**config.mk**
```make
export PLATFORM = sky130hd
export DESIGN_NAME = uart_program_loader
export DESIGN_NICKNAME = d
export VERILOG_FILES = /design/src/rtl/loader_pkg.sv /design/src/rtl/uart_rx_core.sv /design/src/rtl/uart_program_loader.sv
export SDC_FILE = /design/constraint.sdc
export NUM_CORES = 1
export LEC_CHECK = 0
export BUFFER_PORTS_ARGS = -buffer_cell sky130_fd_sc_hd__buf_2
export CAP_MARGIN = 10
export CORE_ASPECT_RATIO = 1.5
export CORE_MARGIN = 4
export CORE_UTILIZATION = 35
export CTS_CLUSTER_DIAMETER = 60
export DETAILED_ROUTE_END_ITERATION = 16
export PLACE_DENSITY_LB_ADDON = 0.25
export REMOVE_ABC_BUFFERS = 1
export SLEW_MARGIN = 20
export SYNTH_ARGS = -nofsm -noshare
export SYNTH_HDL_FRONTEND = slang
export SYNTH_SLANG_ARGS = --single-unit
```
**constraint.sdc**
```tcl
create_clock -name clk -period 3.4 [get_ports clk]
set_clock_uncertainty 0.05 [all_clocks]
set_input_delay 0.34 -clock clk [delete_from_list [all_inputs] [get_ports clk]]
set_output_delay 0.34 -clock clk [all_outputs]
set_load 0.02 [all_outputs]
```
**src/rtl/loader_pkg.sv**
```systemverilog
// Shared types for the UART program loader.
// Loader and receiver state encodings plus the ack byte.
package loader_pkg;

    typedef enum logic [1:0] {
        S_LEN,
        S_DATA,
        S_ACK,
        S_DONE
    } load_state_e;

    typedef enum logic [1:0] {
        RX_IDLE,
        RX_START,
        RX_DATA,
        RX_STOP
    } rx_state_e;

    localparam logic [7:0] ACK_BYTE = 8'hAA;

endpackage

```
**src/rtl/uart_rx_core.sv**
```systemverilog
// 8N1 UART receiver: 2-FF synchroniser, start glitch reject,
// mid-bit sampling. Outputs are single-cycle pulses.
module uart_rx_core
    import loader_pkg::*;
#(
    parameter int CLK_PER_HALF_BIT = 434
) (
    input  logic       clk,
    input  logic       rstn,
    input  logic       rxd,
    output logic [7:0] rx_byte,
    output logic       byte_valid,
    output logic       stop_err,
    output logic       start_ok
);

    localparam int BIT_CYC = 2 * CLK_PER_HALF_BIT;
    localparam int CNT_W   = $clog2(BIT_CYC);
    localparam logic [CNT_W-1:0] HALF_LAST = CNT_W'(CLK_PER_HALF_BIT - 1);
    localparam logic [CNT_W-1:0] BIT_LAST  = CNT_W'(BIT_CYC - 1);

    rx_state_e        state_q, state_d;
    logic             sync1_q, sync1_d;
    logic             sync2_q, sync2_d;
    logic             prev_q, prev_d;
    logic [CNT_W-1:0] cnt_q, cnt_d;
    logic [2:0]       bit_q, bit_d;
    logic [7:0]       sh_q, sh_d;

    always_ff @(posedge clk or negedge rstn) begin
        if (!rstn) begin
            state_q <= RX_IDLE;
            sync1_q <= 1'b1;
            sync2_q <= 1'b1;
            prev_q  <= 1'b1;
            cnt_q   <= '0;
            bit_q   <= '0;
            sh_q    <= '0;
        end else begin
            state_q <= state_d;
            sync1_q <= sync1_d;
            sync2_q <= sync2_d;
            prev_q  <= prev_d;
            cnt_q   <= cnt_d;
            bit_q   <= bit_d;
            sh_q    <= sh_d;
        end
    end

    always_comb begin
        state_d    = state_q;
        sync1_d    = rxd;
        sync2_d    = sync1_q;
        prev_d     = sync2_q;
        cnt_d      = cnt_q;
        bit_d      = bit_q;
        sh_d       = sh_q;
        byte_valid = 1'b0;
        stop_err   = 1'b0;
        start_ok   = 1'b0;
        unique case (state_q)
            RX_IDLE: begin
                if (prev_q && !sync2_q) begin
                    state_d = RX_START;
                    cnt_d   = '0;
                end
            end
            RX_START: begin
                if (cnt_q == HALF_LAST) begin
                    cnt_d = '0;
                    // Line back high at mid-start means a glitch.
                    if (sync2_q) begin
                        state_d = RX_IDLE;
                    end else begin
                        state_d  = RX_DATA;
                        bit_d    = '0;
                        start_ok = 1'b1;
                    end
                end else begin
                    cnt_d = cnt_q + 1'b1;
                end
            end
            RX_DATA: begin
                if (cnt_q == BIT_LAST) begin
                    cnt_d = '0;
                    sh_d  = {sync2_q, sh_q[7:1]};
                    bit_d = bit_q + 1'b1;
                    if (bit_q == 3'd7) state_d = RX_STOP;
                end else begin
                    cnt_d = cnt_q + 1'b1;
                end
            end
            RX_STOP: begin
                if (cnt_q == BIT_LAST) begin
                    cnt_d      = '0;
                    byte_valid = 1'b1;
                    stop_err   = !sync2_q;
                    state_d    = RX_IDLE;
                end else begin
                    cnt_d = cnt_q + 1'b1;
                end
            end
            default: state_d = RX_IDLE;
        endcase
    end

    assign rx_byte = sh_q;

endmodule

```
**src/rtl/uart_program_loader.sv**
```systemverilog
// Boot loader: receives word count and program words over UART,
// writes them to instruction BRAM, then sends an ack byte.
module uart_program_loader
    import loader_pkg::*;
#(
    parameter int CLK_PER_HALF_BIT = 434,
    parameter int INST_SIZE        = 10
) (
    input  logic                 clk,
    input  logic                 rstn,
    input  logic                 rxd,
    output logic                 txd,
    output logic                 load_we,
    output logic [INST_SIZE-1:0] load_addr,
    output logic [31:0]          load_data,
    output logic                 busy,
    output logic                 done,
    output logic                 frame_err
);

    localparam int BIT_CYC = 2 * CLK_PER_HALF_BIT;
    localparam int CNT_W   = $clog2(BIT_CYC);
    localparam logic [CNT_W-1:0] BIT_LAST = CNT_W'(BIT_CYC - 1);

    logic [7:0] rx_byte;
    logic       byte_valid;
    logic       stop_err;
    logic       start_ok;

    uart_rx_core #(
        .CLK_PER_HALF_BIT(CLK_PER_HALF_BIT)
    ) u_rx (
        .clk       (clk),
        .rstn      (rstn),
        .rxd       (rxd),
        .rx_byte   (rx_byte),
        .byte_valid(byte_valid),
        .stop_err  (stop_err),
        .start_ok  (start_ok)
    );

    load_state_e          state_q, state_d;
    logic [1:0]           byte_cnt_q, byte_cnt_d;
    logic [31:0]          n_q, n_d;
    logic [31:0]          word_q, word_d;
    logic [31:0]          k_q, k_d;
    logic                 we_q, we_d;
    logic [INST_SIZE-1:0] addr_q, addr_d;
    logic [31:0]          data_q, data_d;
    logic                 busy_q, busy_d;
    logic                 done_q, done_d;
    logic                 ferr_q, ferr_d;
    logic [9:0]           tx_sh_q, tx_sh_d;
    logic [3:0]           tx_bit_q, tx_bit_d;
    logic [CNT_W-1:0]     tx_cnt_q, tx_cnt_d;
    logic                 start_ack;
    logic                 rx_active;

    always_ff @(posedge clk or negedge rstn) begin
        if (!rstn) begin
            state_q    <= S_LEN;
            byte_cnt_q <= '0;
            n_q        <= '0;
            word_q     <= '0;
            k_q        <= '0;
            we_q       <= 1'b0;
            addr_q     <= '0;
            data_q     <= '0;
            busy_q     <= 1'b0;
            done_q     <= 1'b0;
            ferr_q     <= 1'b0;
            tx_sh_q    <= '1;
            tx_bit_q   <= '0;
            tx_cnt_q   <= '0;
        end else begin
            state_q    <= state_d;
            byte_cnt_q <= byte_cnt_d;
            n_q        <= n_d;
            word_q     <= word_d;
            k_q        <= k_d;
            we_q       <= we_d;
            addr_q     <= addr_d;
            data_q     <= data_d;
            busy_q     <= busy_d;
            done_q     <= done_d;
            ferr_q     <= ferr_d;
            tx_sh_q    <= tx_sh_d;
            tx_bit_q   <= tx_bit_d;
            tx_cnt_q   <= tx_cnt_d;
        end
    end

    assign rx_active = (state_q == S_LEN) || (state_q == S_DATA);

    always_comb begin
        state_d    = state_q;
        byte_cnt_d = byte_cnt_q;
        n_d        = n_q;
        word_d     = word_q;
        k_d        = k_q;
        we_d       = 1'b0;
        addr_d     = addr_q;
        data_d     = data_q;
        busy_d     = busy_q;
        done_d     = done_q;
        ferr_d     = ferr_q;
        tx_sh_d    = tx_sh_q;
        tx_bit_d   = tx_bit_q;
        tx_cnt_d   = tx_cnt_q;
        start_ack  = 1'b0;

        if (start_ok && rx_active) busy_d = 1'b1;
        if (byte_valid && stop_err && rx_active) ferr_d = 1'b1;

        unique case (state_q)
            S_LEN: begin
                if (byte_valid) begin
                    n_d        = {rx_byte, n_q[31:8]};
                    byte_cnt_d = byte_cnt_q + 1'b1;
                    if (byte_cnt_q == 2'd3) begin
                        k_d = '0;
                        if (n_d == 32'd0) start_ack = 1'b1;
                        else              state_d   = S_DATA;
                    end
                end
            end
            S_DATA: begin
                if (byte_valid) begin
                    word_d     = {rx_byte, word_q[31:8]};
                    byte_cnt_d = byte_cnt_q + 1'b1;
                    if (byte_cnt_q == 2'd3) begin
                        // Words past BRAM capacity are drained, not written.
                        if (k_q[31:INST_SIZE] == '0) begin
                            we_d   = 1'b1;
                            addr_d = k_q[INST_SIZE-1:0];
                            data_d = word_d;
                        end
                        k_d = k_q + 32'd1;
                        if (k_d == n_q) start_ack = 1'b1;
                    end
                end
            end
            S_ACK: begin
                if (tx_cnt_q == BIT_LAST) begin
                    tx_cnt_d = '0;
                    tx_sh_d  = {1'b1, tx_sh_q[9:1]};
                    tx_bit_d = tx_bit_q + 1'b1;
                    if (tx_bit_q == 4'd9) begin
                        state_d = S_DONE;
                        done_d  = 1'b1;
                        busy_d  = 1'b0;
                    end
                end else begin
                    tx_cnt_d = tx_cnt_q + 1'b1;
                end
            end
            S_DONE: begin
                busy_d = 1'b0;
            end
            default: state_d = S_LEN;
        endcase

        if (start_ack) begin
            state_d  = S_ACK;
            tx_sh_d  = {1'b1, ACK_BYTE, 1'b0};
            tx_bit_d = '0;
            tx_cnt_d = '0;
        end
    end

    assign txd       = tx_sh_q[0];
    assign load_we   = we_q;
    assign load_addr = addr_q;
    assign load_data = data_q;
    assign busy      = busy_q;
    assign done      = done_q;
    assign frame_err = ferr_q;

endmodule

```
==> flow_summary.json <==
{
  "status": "complete, no violations",
  "end_kind": "register",
  "slew_viol_final": 0,
  "antenna_found_initial": 0,
  "min_period_over_period_pct": 92.7,
  "yosysSeqAreaShare_pct": 50.1,
  "multiInputGateArea_mm2": 0.00440,
  "cp.arrival_ns": 3.40,
  "power_density_mw_per_mm2": 407,
  "cts.sinks": 186,
  "grt_max_degree": 88,
  "cts_buffers": 17,
  "grt_setup_unrepaired": "false",
  "syn2layout_area_growth_pct": 14.9,
  "fillers": 2493,
  "post_cts_buffers": 0,
  "drt_iter0_markers": 455,
  "synthFlopType": "dfrtp_1",
  "hold_viol": 0,
  "route.detailed.drc": 0,
  "dieWidth_um": 141,
  "htreeDepth": 4,
  "grt-ovfl-total": 0,
  "yosys_warnings": 0,
  "vdd.ir_drop.worst_mv": 0.341,
  "layout-drive-gt1-share_pct": 27.8,
  "rows": 72,
  "hold_class": "register to register",
  "syn_avg_cell_area_um2": 10.8,
  "num_vias": 6847,
  "core_area_mm2": 0.0260,
  "reg2reg_slack_ns": 0.25,
  "max_clock_freq_mhz": 317,
  "synth.cell_area_mm2": 0.00933,
  "finalCriticalPeriod_ns": 3.15,
  "cts_tree": "yes",
  "final_common_cell": "dfrtp_1",
  "synth.distinct_cells": 69,
  "ff_latch_area_mm2": 0.00467,
  "worst_pin_slew_ns": 0.696,
  "ys_ff_latch": 186,
  "leakagePower_nw": 5.02,
  "start_util_pct": 35.8,
  "track_usage_pct": 16.2,
  "wirelength_mm": 23.1,
  "grt_pass1_vias": 7042,
  "clk_latency_ns": 0.44,
  "maxCapViolCount": 0,
  "diodes": 0,
  "cts.repair.resized": 0,
  "drt-vias-per-instance": 5.38,
  "drt-pass1-iter-count": 5,
  "post_drt_wl_per_cell_um": 18.1,
  "layout.nets": 938,
  "cts-root-buf": "clkbuf_16",
  "setup_tns_ns": 0,
  "die-area_mm2": 0.0294,
  "syn_inst": 867,
  "io_pins": 50,
  "relSlewSlack_pct": 53.6,
  "die_h_um": 208,
  "final_cell_mix": "dfrtp_1 (175), mux2_2 (106), nand2_1 (91)",
  "synth_edf_count": 0,
  "ant_nets": 0,
  "setup_viol": 0,
  "numPortBuffers": 49,
  "power_mw": 4.36,
  "cp.required_ns": 3.65,
  "crit_path_max_fanout": 21,
  "hpwl_mm": 16.3,
  "grt_pass1_wl_mm": 38.2,
  "clk_pin_slew_worst_paths_ns": 0.07,
  "gp_congestion": 0.915,
  "crit_type": "register to register",
  "async_flop_share_pct": 100,
  "start_kind": "register",
  "cts.path.max_buffers": 2
}
-- cell families after synthesis --
group | synth area share, %
xor+xnor | 4.41
simple gates | 18.8
buf+inv | 2.88
mux | 13.3
fa+ha+maj | 1.21
compound gates | 9.33
flops | 50.1
-- where the power goes --
part | internal (mW) | switching, mW | leakage [nW]
clock | 0.967 | 0.945 | 0.273
sequential | 2.25 | 0.0516 | 2.54
combinational | 0.0527 | 0.0892 | 2.20
total | 3.27 | 1.09 | 5.02
-- through the flow --
step	cells	cell area, um2	setup WS (ns)	util, %	hold slack [ns]
final	1272	10700	0.248	41.1	0.307
after global routing	1272	10700	0.0662	41.1	0.310
after CTS	1272	10700	0.225	41.1	0.309
after detailed placement	1238	10100	0.257	38.9	0.297
after global placement	1238	10100	0.349	38.9	0.296
after floorplan	817	9100	-0.828	-	-0.00559
-- registers in the layout, indices dropped and copies added (netlist names), named ones only --
| signal | count |
|---|---|
| u_rx.state_q | 1 |
| u_rx.rx_byte | 8 |
| k_q | 32 |
| u_rx.bit_q | 3 |
| tx_cnt_q | 10 |
| word_q | 24 |
| u_rx.prev_q | 1 |
| busy | 1 |
| load_addr | 10 |
| byte_cnt_q | 2 |
| load_data | 32 |
| n_q | 32 |
| tx_sh_q | 8 |
| frame_err | 1 |
| state_q | 2 |
| u_rx.prev_d | 1 |
| done | 1 |
| load_we | 1 |
| u_rx.sync1_q | 1 |
| tx_bit_q | 4 |
| u_rx.cnt_q | 10 |
-- layout make-up --
type,count,share of cell area [%]
clock buffer,18,4.01
tap,333,3.89
inverter,12,0.421
sequential,186,43.6
multi-input combinational,619,41.1
timing repair buffer,90,5.76
clock inverter,14,1.26
-- Yosys cell counts (3+ instances only) --
library cell  number  share of area [%]
o21ai_0           54                2.9
dfrtp_1          175                 47
nand2b_1          13               0.87
a31o_2             4               0.38
o41ai_1            4               0.38
nand3_2            3               0.32
clkbuf_1          35                1.4
nand4_1           21                1.4
nor2b_1           12               0.81
nor3_1            10               0.54
nand4b_1           4               0.38
or2_2              3               0.20
or3_1              8               0.54
mux2_2           106                 13
xor2_1            25                2.3
nand3_1           44                2.4
and4_1             4               0.38
buf_2             11               0.59
mux2i_1            5               0.54
a21oi_1           14               0.75
xnor2_1           22                2.1
nor4_2             3               0.40
and3_1            15                1.0
nor3_2             6               0.64
o31ai_1           22                1.8
nand3b_1           6               0.48
a31oi_1            4               0.27
and2_1            12               0.81
nor2_1            30                1.2
a21o_1             5               0.40
nor4_1            17                1.1
nand2_1           91                3.7
a211oi_1           3               0.24
inv_1             12               0.48
ha_1               9                1.2
dfstp_2           11                3.1
-- timing repair --
action                                 4_1_cts  5_1_grt
endpoints found under the hold margin       83        0
hold buffers                                 2        0
setup endpoints to repair                    0        2
-- path summary, 6_finish.rpt --
| kind | startpoint | end | cells after the start |
|---|---|---|---|
| max | k_q[10]$_DFFE_PN0P_ | tx_bit_q[1]$_DFFE_PN0P_ | 9 |
| min | u_rx.sync1_q$_DFF_PN1_ | u_rx.prev_d$_DFF_PN1_ | 0 |
| max reg2reg | k_q[10]$_DFFE_PN0P_ | tx_bit_q[1]$_DFFE_PN0P_ | 9 |
| min reg2reg | u_rx.sync1_q$_DFF_PN1_ | u_rx.prev_d$_DFF_PN1_ | 0 |
| max in group asynchronous | rstn | tx_sh_q[4]$_DFFE_PN1P_ | 3 |
| min in group asynchronous | rstn | load_data[12]$_DFFE_PN0P_ | 2 |
-- critical path, stage by stage, from the launching register on --
cell	delay (ns)
dfrtp_1	0.61
nand2_1	0.25
nor4_4	0.56
nand2_1	0.22
o41ai_1	0.53
nand4_1	0.17
nor3_2	0.19
a31o_2	0.21
buf_12	0.16
a211oi_2	0.06
-- per-layer routing --
layer  vias up  share of wire, %  global-route usage (%)
met4         0               4.2                    7.49
met2       116                52                    28.2
met5         -                 0                       0
li1       3277                 -                       -
met3        42               2.5                    2.62
met1      3412                41                    19.4
Note: power is estimated with default switching activity, not from simulation.
